==> config.mk <==
export PLATFORM = sky130hd
export DESIGN_NAME = mc_sequencer
export DESIGN_NICKNAME = d
export VERILOG_FILES = /design/src/rtl/mc_pkg.sv /design/src/rtl/mc_alu_dec.sv /design/src/rtl/mc_sequencer.sv
export SDC_FILE = /design/constraint.sdc
export NUM_CORES = 1
export LEC_CHECK = 0
export BUFFER_PORTS_ARGS = -buffer_cell sky130_fd_sc_hd__clkbuf_2
export CORE_UTILIZATION = 50
export DETAILED_ROUTE_END_ITERATION = 8
export PLACE_DENSITY = 0.77
export SETUP_SLACK_MARGIN = 0.2
export SLEW_MARGIN = 20
export SYNTH_ARGS = -nofsm -noshare
export SYNTH_HDL_FRONTEND = slang
export SYNTH_HIERARCHICAL = 1
export SYNTH_SLANG_ARGS = --single-unit
==> constraint.sdc <==
create_clock -name clk -period 3.7 [get_ports clk]
set_input_delay 0.37 -clock clk [delete_from_list [all_inputs] [get_ports clk]]
set_output_delay 0.37 -clock clk [all_outputs]
set_load 0.02 [all_outputs]
==> src/rtl/mc_pkg.sv <==
// Shared types and encodings for the multi-cycle RV32I control sequencer.
package mc_pkg;

    typedef enum logic [3:0] {
        S_FETCH,
        S_DECODE,
        S_MEMADR,
        S_MEMRD,
        S_MEMWB,
        S_MEMWR,
        S_EXEC_R,
        S_EXEC_I,
        S_ALUWB,
        S_BRANCH,
        S_JAL,
        S_JALWB,
        S_TRAP
    } state_t;

    // How the ALU decoder should pick the operation in the current state.
    typedef enum logic [1:0] {
        ALU_CLS_ADD,
        ALU_CLS_SUB,
        ALU_CLS_FUNCT
    } alu_cls_t;

    localparam logic [6:0] OP_LW  = 7'b0000011;
    localparam logic [6:0] OP_SW  = 7'b0100011;
    localparam logic [6:0] OP_R   = 7'b0110011;
    localparam logic [6:0] OP_I   = 7'b0010011;
    localparam logic [6:0] OP_BR  = 7'b1100011;
    localparam logic [6:0] OP_JAL = 7'b1101111;

    localparam logic [2:0] ALU_ADD = 3'b000;
    localparam logic [2:0] ALU_SUB = 3'b001;
    localparam logic [2:0] ALU_AND = 3'b010;
    localparam logic [2:0] ALU_OR  = 3'b011;
    localparam logic [2:0] ALU_SLT = 3'b101;

    localparam logic [1:0] IMM_I = 2'b00;
    localparam logic [1:0] IMM_S = 2'b01;
    localparam logic [1:0] IMM_B = 2'b10;
    localparam logic [1:0] IMM_J = 2'b11;

    localparam logic [1:0] RES_ALUOUT = 2'b00;
    localparam logic [1:0] RES_RDATA  = 2'b01;
    localparam logic [1:0] RES_ALU    = 2'b10;

    localparam logic [1:0] SRCA_PC    = 2'b00;
    localparam logic [1:0] SRCA_OLDPC = 2'b01;
    localparam logic [1:0] SRCA_RS1   = 2'b10;

    localparam logic [1:0] SRCB_RS2  = 2'b00;
    localparam logic [1:0] SRCB_IMM  = 2'b01;
    localparam logic [1:0] SRCB_FOUR = 2'b10;

endpackage

==> src/rtl/mc_alu_dec.sv <==
// ALU operation decoder: maps the state class and funct fields to ALUctrl
// and flags funct3 values the core does not implement.
module mc_alu_dec
    import mc_pkg::*;
(
    input  logic [6:0] op,
    input  logic [2:0] funct3,
    input  logic       funct7_5,
    input  alu_cls_t   cls,
    output logic [2:0] alu_ctrl,
    output logic       alu_illegal
);

    // Select the ALU operation; funct7_5 only means subtract for R-type,
    // for I-type that bit belongs to the immediate.
    always_comb begin
        alu_ctrl    = ALU_ADD;
        alu_illegal = 1'b0;
        case (cls)
            ALU_CLS_SUB: alu_ctrl = ALU_SUB;
            ALU_CLS_FUNCT: begin
                case (funct3)
                    3'b000:  alu_ctrl = (op == OP_R && funct7_5) ? ALU_SUB : ALU_ADD;
                    3'b010:  alu_ctrl = ALU_SLT;
                    3'b110:  alu_ctrl = ALU_OR;
                    3'b111:  alu_ctrl = ALU_AND;
                    default: alu_illegal = 1'b1;
                endcase
            end
            default: alu_ctrl = ALU_ADD;
        endcase
    end

endmodule

==> src/rtl/mc_sequencer.sv <==
// Multi-cycle control FSM for the RV32I core: drives all datapath selects
// and enables, handles the memory handshake with a wait-cycle timeout, and
// parks in TRAP with sticky flags on bus errors or unsupported instructions.
module mc_sequencer
    import mc_pkg::*;
#(
    parameter int TIMEOUT = 16
) (
    input  logic       clk,
    input  logic       rst,
    input  logic [6:0] Op,
    input  logic [2:0] funct3,
    input  logic       funct7_5,
    input  logic       EQ,
    input  logic       mem_ready,
    output logic       mem_req,
    output logic       MemWrite,
    output logic       AdrSrc,
    output logic       IRWrite,
    output logic       PCWrite,
    output logic       RegWrite,
    output logic [1:0] ALUSrcA,
    output logic [1:0] ALUSrcB,
    output logic [2:0] ALUctrl,
    output logic [1:0] ImmSrc,
    output logic [1:0] ResultSrc,
    output logic       bus_err,
    output logic       illegal
);

    localparam int CW = (TIMEOUT > 1) ? $clog2(TIMEOUT) : 1;
    localparam logic [CW-1:0] LAST_WAIT = CW'(TIMEOUT - 1);

    state_t        state_reg, state_next;
    logic [CW-1:0] wait_cnt_reg;
    logic          bus_err_reg, illegal_reg;
    logic          set_bus_err, set_illegal;
    logic          timeout_hit;
    alu_cls_t      alu_cls;
    logic [2:0]    alu_ctrl_dec;
    logic          alu_illegal;

    assign timeout_hit = (wait_cnt_reg == LAST_WAIT);
    assign bus_err     = bus_err_reg;
    assign illegal     = illegal_reg;

    // Tell the ALU decoder which kind of operation this state performs.
    always_comb begin
        alu_cls = ALU_CLS_ADD;
        case (state_reg)
            S_EXEC_R, S_EXEC_I: alu_cls = ALU_CLS_FUNCT;
            S_BRANCH:           alu_cls = ALU_CLS_SUB;
            default:            alu_cls = ALU_CLS_ADD;
        endcase
    end

    mc_alu_dec u_alu_dec (
        .op          (Op),
        .funct3      (funct3),
        .funct7_5    (funct7_5),
        .cls         (alu_cls),
        .alu_ctrl    (alu_ctrl_dec),
        .alu_illegal (alu_illegal)
    );

    // Next-state and output decode; everything is forced low while in reset.
    always_comb begin
        state_next  = state_reg;
        set_bus_err = 1'b0;
        set_illegal = 1'b0;
        mem_req     = 1'b0;
        MemWrite    = 1'b0;
        AdrSrc      = 1'b0;
        IRWrite     = 1'b0;
        PCWrite     = 1'b0;
        RegWrite    = 1'b0;
        ALUSrcA     = SRCA_PC;
        ALUSrcB     = SRCB_RS2;
        ImmSrc      = IMM_I;
        ResultSrc   = RES_ALUOUT;
        ALUctrl     = alu_ctrl_dec;
        case (state_reg)
            S_FETCH: begin
                mem_req   = 1'b1;
                ALUSrcB   = SRCB_FOUR;
                ResultSrc = RES_ALU;
                if (mem_ready) begin
                    IRWrite    = 1'b1;
                    PCWrite    = 1'b1;
                    state_next = S_DECODE;
                end else if (timeout_hit) begin
                    state_next  = S_TRAP;
                    set_bus_err = 1'b1;
                end
            end
            S_DECODE: begin
                ALUSrcA = SRCA_OLDPC;
                ALUSrcB = SRCB_IMM;
                ImmSrc  = (Op == OP_JAL) ? IMM_J : IMM_B;
                case (Op)
                    OP_LW, OP_SW: state_next = S_MEMADR;
                    OP_R:         state_next = S_EXEC_R;
                    OP_I:         state_next = S_EXEC_I;
                    OP_BR:        state_next = S_BRANCH;
                    OP_JAL:       state_next = S_JAL;
                    default: begin
                        state_next  = S_TRAP;
                        set_illegal = 1'b1;
                    end
                endcase
            end
            S_MEMADR: begin
                ALUSrcA    = SRCA_RS1;
                ALUSrcB    = SRCB_IMM;
                ImmSrc     = (Op == OP_SW) ? IMM_S : IMM_I;
                state_next = (Op == OP_SW) ? S_MEMWR : S_MEMRD;
            end
            S_MEMRD, S_MEMWR: begin
                mem_req  = 1'b1;
                AdrSrc   = 1'b1;
                MemWrite = (state_reg == S_MEMWR);
                if (mem_ready) begin
                    state_next = (state_reg == S_MEMWR) ? S_FETCH : S_MEMWB;
                end else if (timeout_hit) begin
                    state_next  = S_TRAP;
                    set_bus_err = 1'b1;
                end
            end
            S_MEMWB: begin
                ResultSrc  = RES_RDATA;
                RegWrite   = 1'b1;
                state_next = S_FETCH;
            end
            S_EXEC_R, S_EXEC_I: begin
                ALUSrcA = SRCA_RS1;
                ALUSrcB = (state_reg == S_EXEC_I) ? SRCB_IMM : SRCB_RS2;
                ImmSrc  = IMM_I;
                if (alu_illegal) begin
                    state_next  = S_TRAP;
                    set_illegal = 1'b1;
                end else begin
                    state_next = S_ALUWB;
                end
            end
            S_ALUWB, S_JALWB: begin
                ResultSrc  = RES_ALUOUT;
                RegWrite   = 1'b1;
                state_next = S_FETCH;
            end
            S_BRANCH: begin
                ALUSrcA    = SRCA_RS1;
                ALUSrcB    = SRCB_RS2;
                ResultSrc  = RES_ALUOUT;
                state_next = S_FETCH;
                case (funct3)
                    3'b000:  PCWrite = EQ;
                    3'b001:  PCWrite = !EQ;
                    default: begin
                        state_next  = S_TRAP;
                        set_illegal = 1'b1;
                    end
                endcase
            end
            S_JAL: begin
                ResultSrc  = RES_ALUOUT;
                PCWrite    = 1'b1;
                ALUSrcA    = SRCA_OLDPC;
                ALUSrcB    = SRCB_FOUR;
                state_next = S_JALWB;
            end
            default: state_next = S_TRAP;
        endcase
        if (!rst) begin
            mem_req   = 1'b0;
            MemWrite  = 1'b0;
            AdrSrc    = 1'b0;
            IRWrite   = 1'b0;
            PCWrite   = 1'b0;
            RegWrite  = 1'b0;
            ALUSrcA   = 2'b00;
            ALUSrcB   = 2'b00;
            ALUctrl   = 3'b000;
            ImmSrc    = 2'b00;
            ResultSrc = 2'b00;
        end
    end

    // State, wait counter and sticky flags; the counter restarts on every
    // state change so each access gets its own timeout budget.
    always_ff @(posedge clk or negedge rst) begin
        if (!rst) begin
            state_reg    <= S_FETCH;
            wait_cnt_reg <= '0;
            bus_err_reg  <= 1'b0;
            illegal_reg  <= 1'b0;
        end else begin
            state_reg <= state_next;
            if (state_next != state_reg) begin
                wait_cnt_reg <= '0;
            end else if (mem_req && !mem_ready) begin
                wait_cnt_reg <= wait_cnt_reg + 1'b1;
            end
            bus_err_reg <= bus_err_reg | set_bus_err;
            illegal_reg <= illegal_reg | set_illegal;
        end
    end

endmodule

# Word level (Yosys, flattened, before mapping)
# Index checks and enable logic that the tools add are counted.
# op_classes
reduce_logical,19
eq_ne,25
bitwise,2
addsub,1
muxes,50
# ops
op,n
$pmux 4 s8,1
$mux 1,24
$mux 4,6
$eq 4x4->1 const B,5
$pmux 4 s5,1
$eq 4x3->1 const B,4
$pmux 2 s2,4
$eq 7x6->1 const B,2
$eq 7x7->1 const B,2
$reduce_or 2->1,7
$mux 3,4
$pmux 3 s4,1
$eq 4x2->1 const B,2
$mux 2,4
$reduce_or 4->1,2
$eq 7x2->1 const B,1
$eq 7x5->1 const B,1
$eq 3x3->1 const B,2
$pmux 1 s3,2
$pmux 2 s3,1
$pmux 3 s2,1
$reduce_or 3->1,2
$reduce_or 6->1,1
$add 4x1->4 const B,1
13 further kinds,16
# totals
register_bits,10
elab_cells,101
input_bits,15
output_inout_bits,19

# Depth between registers and ports, before layout
# depth
ltp_word,9
ltp_mapped,11
ltp_nobuf,10

# Hierarchy
# Netlist, hierarchy kept.
# modules_own_cells
mod,seq_area_each_um2,area_each_um2,instances,cells_per_inst
mc_sequencer,250.2,1091.0,1,133
mc_alu_dec,0.0,116.4,1,15

# Worst setup path before layout
# OpenSTA, ideal clock, no wires.
# synth_path
path_type,register to register
start,reg state_reg[1]
end,reg wait_cnt_reg[0]
setup_time_ps,101
path_buffers,2
period_less_slack_ps,2385
required_ps,3599
arrival_ps,2284
slack_ps,1315
stages_incl_launch_ff,12
cell_sequence,dfrtp_1 > buf_4 > buf_2 > nor3_1 > inv_1 > ha_1 > o211a_1 > nand4b_1 > o41ai_1 > a211oi_1 > nor2_1 > nor4_1
# synth_between
elab_chain_cells,9
elab_cells_between_ends,31
cone_classes,eq/ne: 13; mux: 11; reduce/logical: 7
# synth_rtl
element,line_no,source
"start, declared",mc_sequencer.sv:34,"state_t state_reg, state_next;"
"start signal, assigned",mc_sequencer.sv:197,state_reg <= state_next;
$eq 4x3->1,mc_sequencer.sv:50,case (state_reg)
$reduce_or 2->1,mc_sequencer.sv:50,
$pmux 2 s2 (*),mc_sequencer.sv:50,
named net alu_cls[0],mc_sequencer.sv:39,alu_cls_t alu_cls;
$eq 2x2->1 (*),mc_alu_dec.sv:19,case (cls)
$mux 1 (*),mc_alu_dec.sv:19,
named net alu_illegal,mc_sequencer.sv:41,logic alu_illegal;
$mux 3 (*),mc_sequencer.sv:138,if (alu_illegal) begin
$pmux 4 s8 (*),mc_sequencer.sv:82,case (state_reg)
$ne 4x4->1 (*),mc_sequencer.sv:198,if (state_next != state_reg) begin
$mux 4 or $reduce_bool 2->1 (tied branches),n/a,
"end signal, assigned",mc_sequencer.sv:201,wait_cnt_reg <= wait_cnt_reg + 1'b1;
"end, declared",mc_sequencer.sv:35,logic [CW-1:0] wait_cnt_reg;
# Mark *: on every way through the listed nets, which the timed path passes. The rest lies on a longest branch.
# A chain may end at the register's enable or synchronous reset.

# Worst setup path after layout
# layout_path
start,reg state_reg[2]
end,reg wait_cnt_reg[3]
# The elaborated chain is that of the path after synthesis.

==> PnR_summary.wiki <==
{| class="wikitable"
! Metric !! Value
|-
| Outcome || completed
|-
| Proportion of power drawn by combinational gates || 11.9%
|-
| Count of inserted antenna diode cells || 0
|-
| Gate Count Post-Synth || 148
|-
| Post-synth EDFFs || 0
|-
| Share of Yosys cell area claimed by the top area cell type || around a fifth
|-
| Pwr/cell area || 166.9 nW/um^2
|-
| Sequential Power Share || 46.2%
|-
| Width of the die || 51.14 um
|-
| Number of warning messages in the yosys log || 6
|-
| Starting density of the core || 53.55%
|-
| Max clock buf depth || 2
|-
| Post-cts resize count || 0
|-
| Average cell area after synthesis || approximately 8.2 sq um
|-
| Die Outline Area || approximately 2600 sq um
|-
| Hold Fails Final Rpt || 0
|-
| Maximum number of pins on one net before global-route repair || 26
|-
| Placeable core region || 2255 sq um
|-
| Leakage component of the power || 0.0006410 uW
|-
| Net switching power || between 50 and 60 uW
|-
| Vias per cell || 6.404
|-
| Routed wire length on met3 || ~220 um
|-
| Routability-driven placement congestion ratio || 0.8743
|-
| Final total negative setup slack || 0 ns
|-
| Worst Path Required || 3.87 ns
|-
| TritonCTS buffer count || 3
|-
| Remaining design rule violation count || 0
|-
| Signal arrival time at the worst endpoint || 2.74 ns
|-
| Slew HR || about three fifths
|-
| Synth-to-Final Area Change || 17.93%
|-
| Async set-reset flop share out of synthesis || 100.0%
|-
| Number of max-slew violations in the final report || 0
|-
| Crit path kind || register to register
|-
| Routed wirelength normalized by instance count || 15.78 um
|-
| Share of the core filled with cells || roughly 63%
|-
| Drt first pass iters || 4
|-
| Vias in the first global route || between 1,000 and 1,500
|-
| Dpl cells || 204
|-
| Top cell type by total area after synthesis || sky130_fd_sc_hd__dfrtp_1
|-
| Tot GR Track Use || 27.51%
|-
| Min-delay worst type || input port to asynchronous set/reset pin
|-
| Count of maximum capacitance violations || 0
|-
| Sequential-to-total area share from yosys stat || roughly a fifth
|-
| Grt ovf || 0
|-
| Post-CTS Hold Fix Bufs || 0
|-
| Clock tree from TritonCTS || done
|-
| H-tree depth || 1
|-
| Worst hold slack across all endpoints || 0.02278 ns
|-
| Number of setup buffers added after CTS || 0
|-
| Proportion of power drawn by the clock network || 42.0%
|-
| Number of antenna violations at the first check in global routing || 0
|-
| Most used flip-flop cell after synthesis || sky130_fd_sc_hd__dfrtp_1
|-
| Buffers on Ports || 33
|-
| Antenna Violating Nets Remaining || 0
|-
| Share of cells above drive strength 1 || 26.67%
|-
| Uppermost layer routed || met4
|-
| Row Count || 17
|-
| Switching fraction of total power || around a quarter
|-
| Length of routed met2 wiring || 1602 um
|-
| Final cell count without fillers || 208
|-
| Worst clock skew on the final layout || 0.009758 ns
|-
| Post-synthesis sequential element count || 10
|-
| Maximum clock rate || 0.3882 GHz
|-
| Maximum ir drop on the vdd rail || 0.2260 mV
|-
| Min Clock Period, post-route || ~2.6 ns
|-
| Finished Cell Area || 1424 sq um
|-
| Clock transition at the registers of the reported paths || about 0.070 ns
|-
| Ratio of final minimum period to clock period || around 70%
|-
| Wire length of the first global-routing pass || 5506 um
|-
| Placed wire-length estimate || between 2000 and 2500 um
|-
| Cell area reported after detailed placement || 1388 sq um
|-
| Actual transition at the worst max-transition pin || 0.5655 ns
|-
| Setup-failing EPs final || 0
|-
| Maximum fanout along the worst path || 5
|-
| Vias after detailed routing || 1,332
|-
| Number of cells traversed by the worst register-to-register path || 10
|-
| Final Routed Wirelength || ~3300 um
|-
| Clock latency on the worst-skew pair || 0.27 ns
|-
| Chip Height || 51.14 um
|-
| Endpoint class of the critical path || register
|-
| Root buf cell || sky130_fd_sc_hd__clkbuf_4
|-
| DRT met1 WL || 1408 um
|-
| Number of distinct library cells after synthesis || 56
|-
| Clock net sink count || 10
|-
| Layout net count || ~200
|-
| Top-level port count || 34
|-
| Setup repair after global routing missed its margin || false
|-
| Number of DRC markers after the initial detailed-route iteration || 34
|-
| Total nets after synthesis || about 170
|-
| Mapped cell area || between 1000 and 1500 sq um
|-
| Largest cells by area after synthesis || sky130_fd_sc_hd__dfrtp_1 21%, sky130_fd_sc_hd__xor2_1 5.1%, sky130_fd_sc_hd__and2_1 4.1%
|-
| Int Pwr || between 150 and 200 uW
|-
| Critical path startpoint category || register
|}
-- through the flow --
step	setup WS [ns]	total power, uW
floorplan	1.315	121.7
global placement	1.420	138.3
detailed placement	1.186	139.5
CTS	1.142	237.6
global route	0.9474	248.3
finish	1.124	237.6
-- final timing paths --
path | start | endpoint | slack (ns)
hold reg to reg | bus_err | bus_err | 0.47
min in group clk | bus_err | bus_err | 0.47
setup reg to reg | state_reg[2] | wait_cnt_reg[3] | 1.12
setup / recovery | state_reg[2] | wait_cnt_reg[3] | 1.12
max in group asynchronous | rst | state_reg[0] | 3.37
hold / removal | rst | state_reg[2] | 0.02
-- power by group through the flow --
stage               clock [uW]  sequential, uW  combinational [uW]
global route               108             110                31.0
detailed placement           0             112                27.7
finish                    99.7             110                28.2
CTS                        100             110                27.8
global placement             0             112                26.4
floorplan                    0             112                9.47
-- final cells by class --
| class | count | area (sq um) |
|---|---|---|
| Fill cell | 202 | 830.8 |
| Clock buffer | 4 | 36.28 |
| Multi-Input combinational cell | 124 | 888.4 |
| Sequential cell | 10 | 250.2 |
| Inverter | 5 | 18.77 |
| Timing Repair Buffer | 37 | 195.2 |
| Tap cell | 28 | 35.03 |
-- layer usage --
layer / GRT usage [%] / up-vias
met1: 36.90 / 632
met4: 6.944 / 0
met3: 2.976 / 6
met2: 46.71 / 72
li1: - / 622
met5: 0 / -
-- cell usage after synthesis, types with 2 or more instances --
master and count:
sky130_fd_sc_hd__nand2_1 12, sky130_fd_sc_hd__nor2_1 11, sky130_fd_sc_hd__dfrtp_1 10, sky130_fd_sc_hd__nor3_1 9, sky130_fd_sc_hd__and2_1 8, sky130_fd_sc_hd__xor2_1 7, sky130_fd_sc_hd__nand2b_1 6, sky130_fd_sc_hd__inv_1 5
sky130_fd_sc_hd__and3_1 4, sky130_fd_sc_hd__buf_2 4, sky130_fd_sc_hd__nor4_1 4, sky130_fd_sc_hd__a211oi_1 3, sky130_fd_sc_hd__clkbuf_1 3, sky130_fd_sc_hd__ha_1 3, sky130_fd_sc_hd__nand3_1 3, sky130_fd_sc_hd__nand4b_1 3
sky130_fd_sc_hd__nor3b_1 3, sky130_fd_sc_hd__o21a_1 3, sky130_fd_sc_hd__a21o_1 2, sky130_fd_sc_hd__a21oi_1 2, sky130_fd_sc_hd__a31oi_1 2, sky130_fd_sc_hd__mux2i_1 2, sky130_fd_sc_hd__nand3b_1 2, sky130_fd_sc_hd__nor2b_1 2
sky130_fd_sc_hd__o21ai_0 2, sky130_fd_sc_hd__o311ai_1 2, sky130_fd_sc_hd__or4b_1 2
-- placed cells by master (no fill, tap or decap), drive strengths merged, types with 2 or more instances in the layout --
| cell type | n |
|---|---|
| nor2 | 11 |
| nor2b | 2 |
| nor3 | 9 |
| clkbuf | 37 |
| o211ai | 2 |
| dfrtp | 10 |
| nand3 | 3 |
| xor2 | 8 |
| a211oi | 3 |
| a31oi | 2 |
| and2 | 9 |
| mux2i | 2 |
| nand3b | 2 |
| nand4b | 3 |
| o311ai | 3 |
| a21oi | 2 |
| a21o | 2 |
| inv | 5 |
| nand2 | 12 |
| buf | 4 |
| or4b | 2 |
| o21a | 3 |
| and3 | 4 |
| ha | 3 |
| nor3b | 4 |
| o31ai | 2 |
| o21ai | 2 |
| nand2b | 6 |
| nor4 | 4 |
-- critical path, cell delays in order, from the launching register on --
cell and delay (ns):
sky130_fd_sc_hd__dfrtp_1 0.38, sky130_fd_sc_hd__nand2b_1 0.21, sky130_fd_sc_hd__nor3_1 0.36, sky130_fd_sc_hd__inv_1 0.09, sky130_fd_sc_hd__ha_1 0.24, sky130_fd_sc_hd__o211a_1 0.14, sky130_fd_sc_hd__nand4b_1 0.12, sky130_fd_sc_hd__o41ai_1 0.10
sky130_fd_sc_hd__a211oi_1 0.37, sky130_fd_sc_hd__nor2_1 0.15, sky130_fd_sc_hd__nor4_1 0.32
-- cell families (layout without fill, tap and decap cells) --
kind of cell | after synthesis | in the layout | synth area share (%)
AND/OR/NAND/NOR | 79 | 79 | 40.52
flip-flops | 10 | 10 | 20.73
AO/OA/AOI/OAI | 32 | 32 | 21.87
adder cells (fa/ha/maj) | 3 | 3 | 3.109
multiplexers | 2 | 2 | 1.658
buffers and inverters | 14 | 46 | 5.700
XOR/XNOR | 8 | 8 | 6.425
Power figures use the tool's default switching activity.
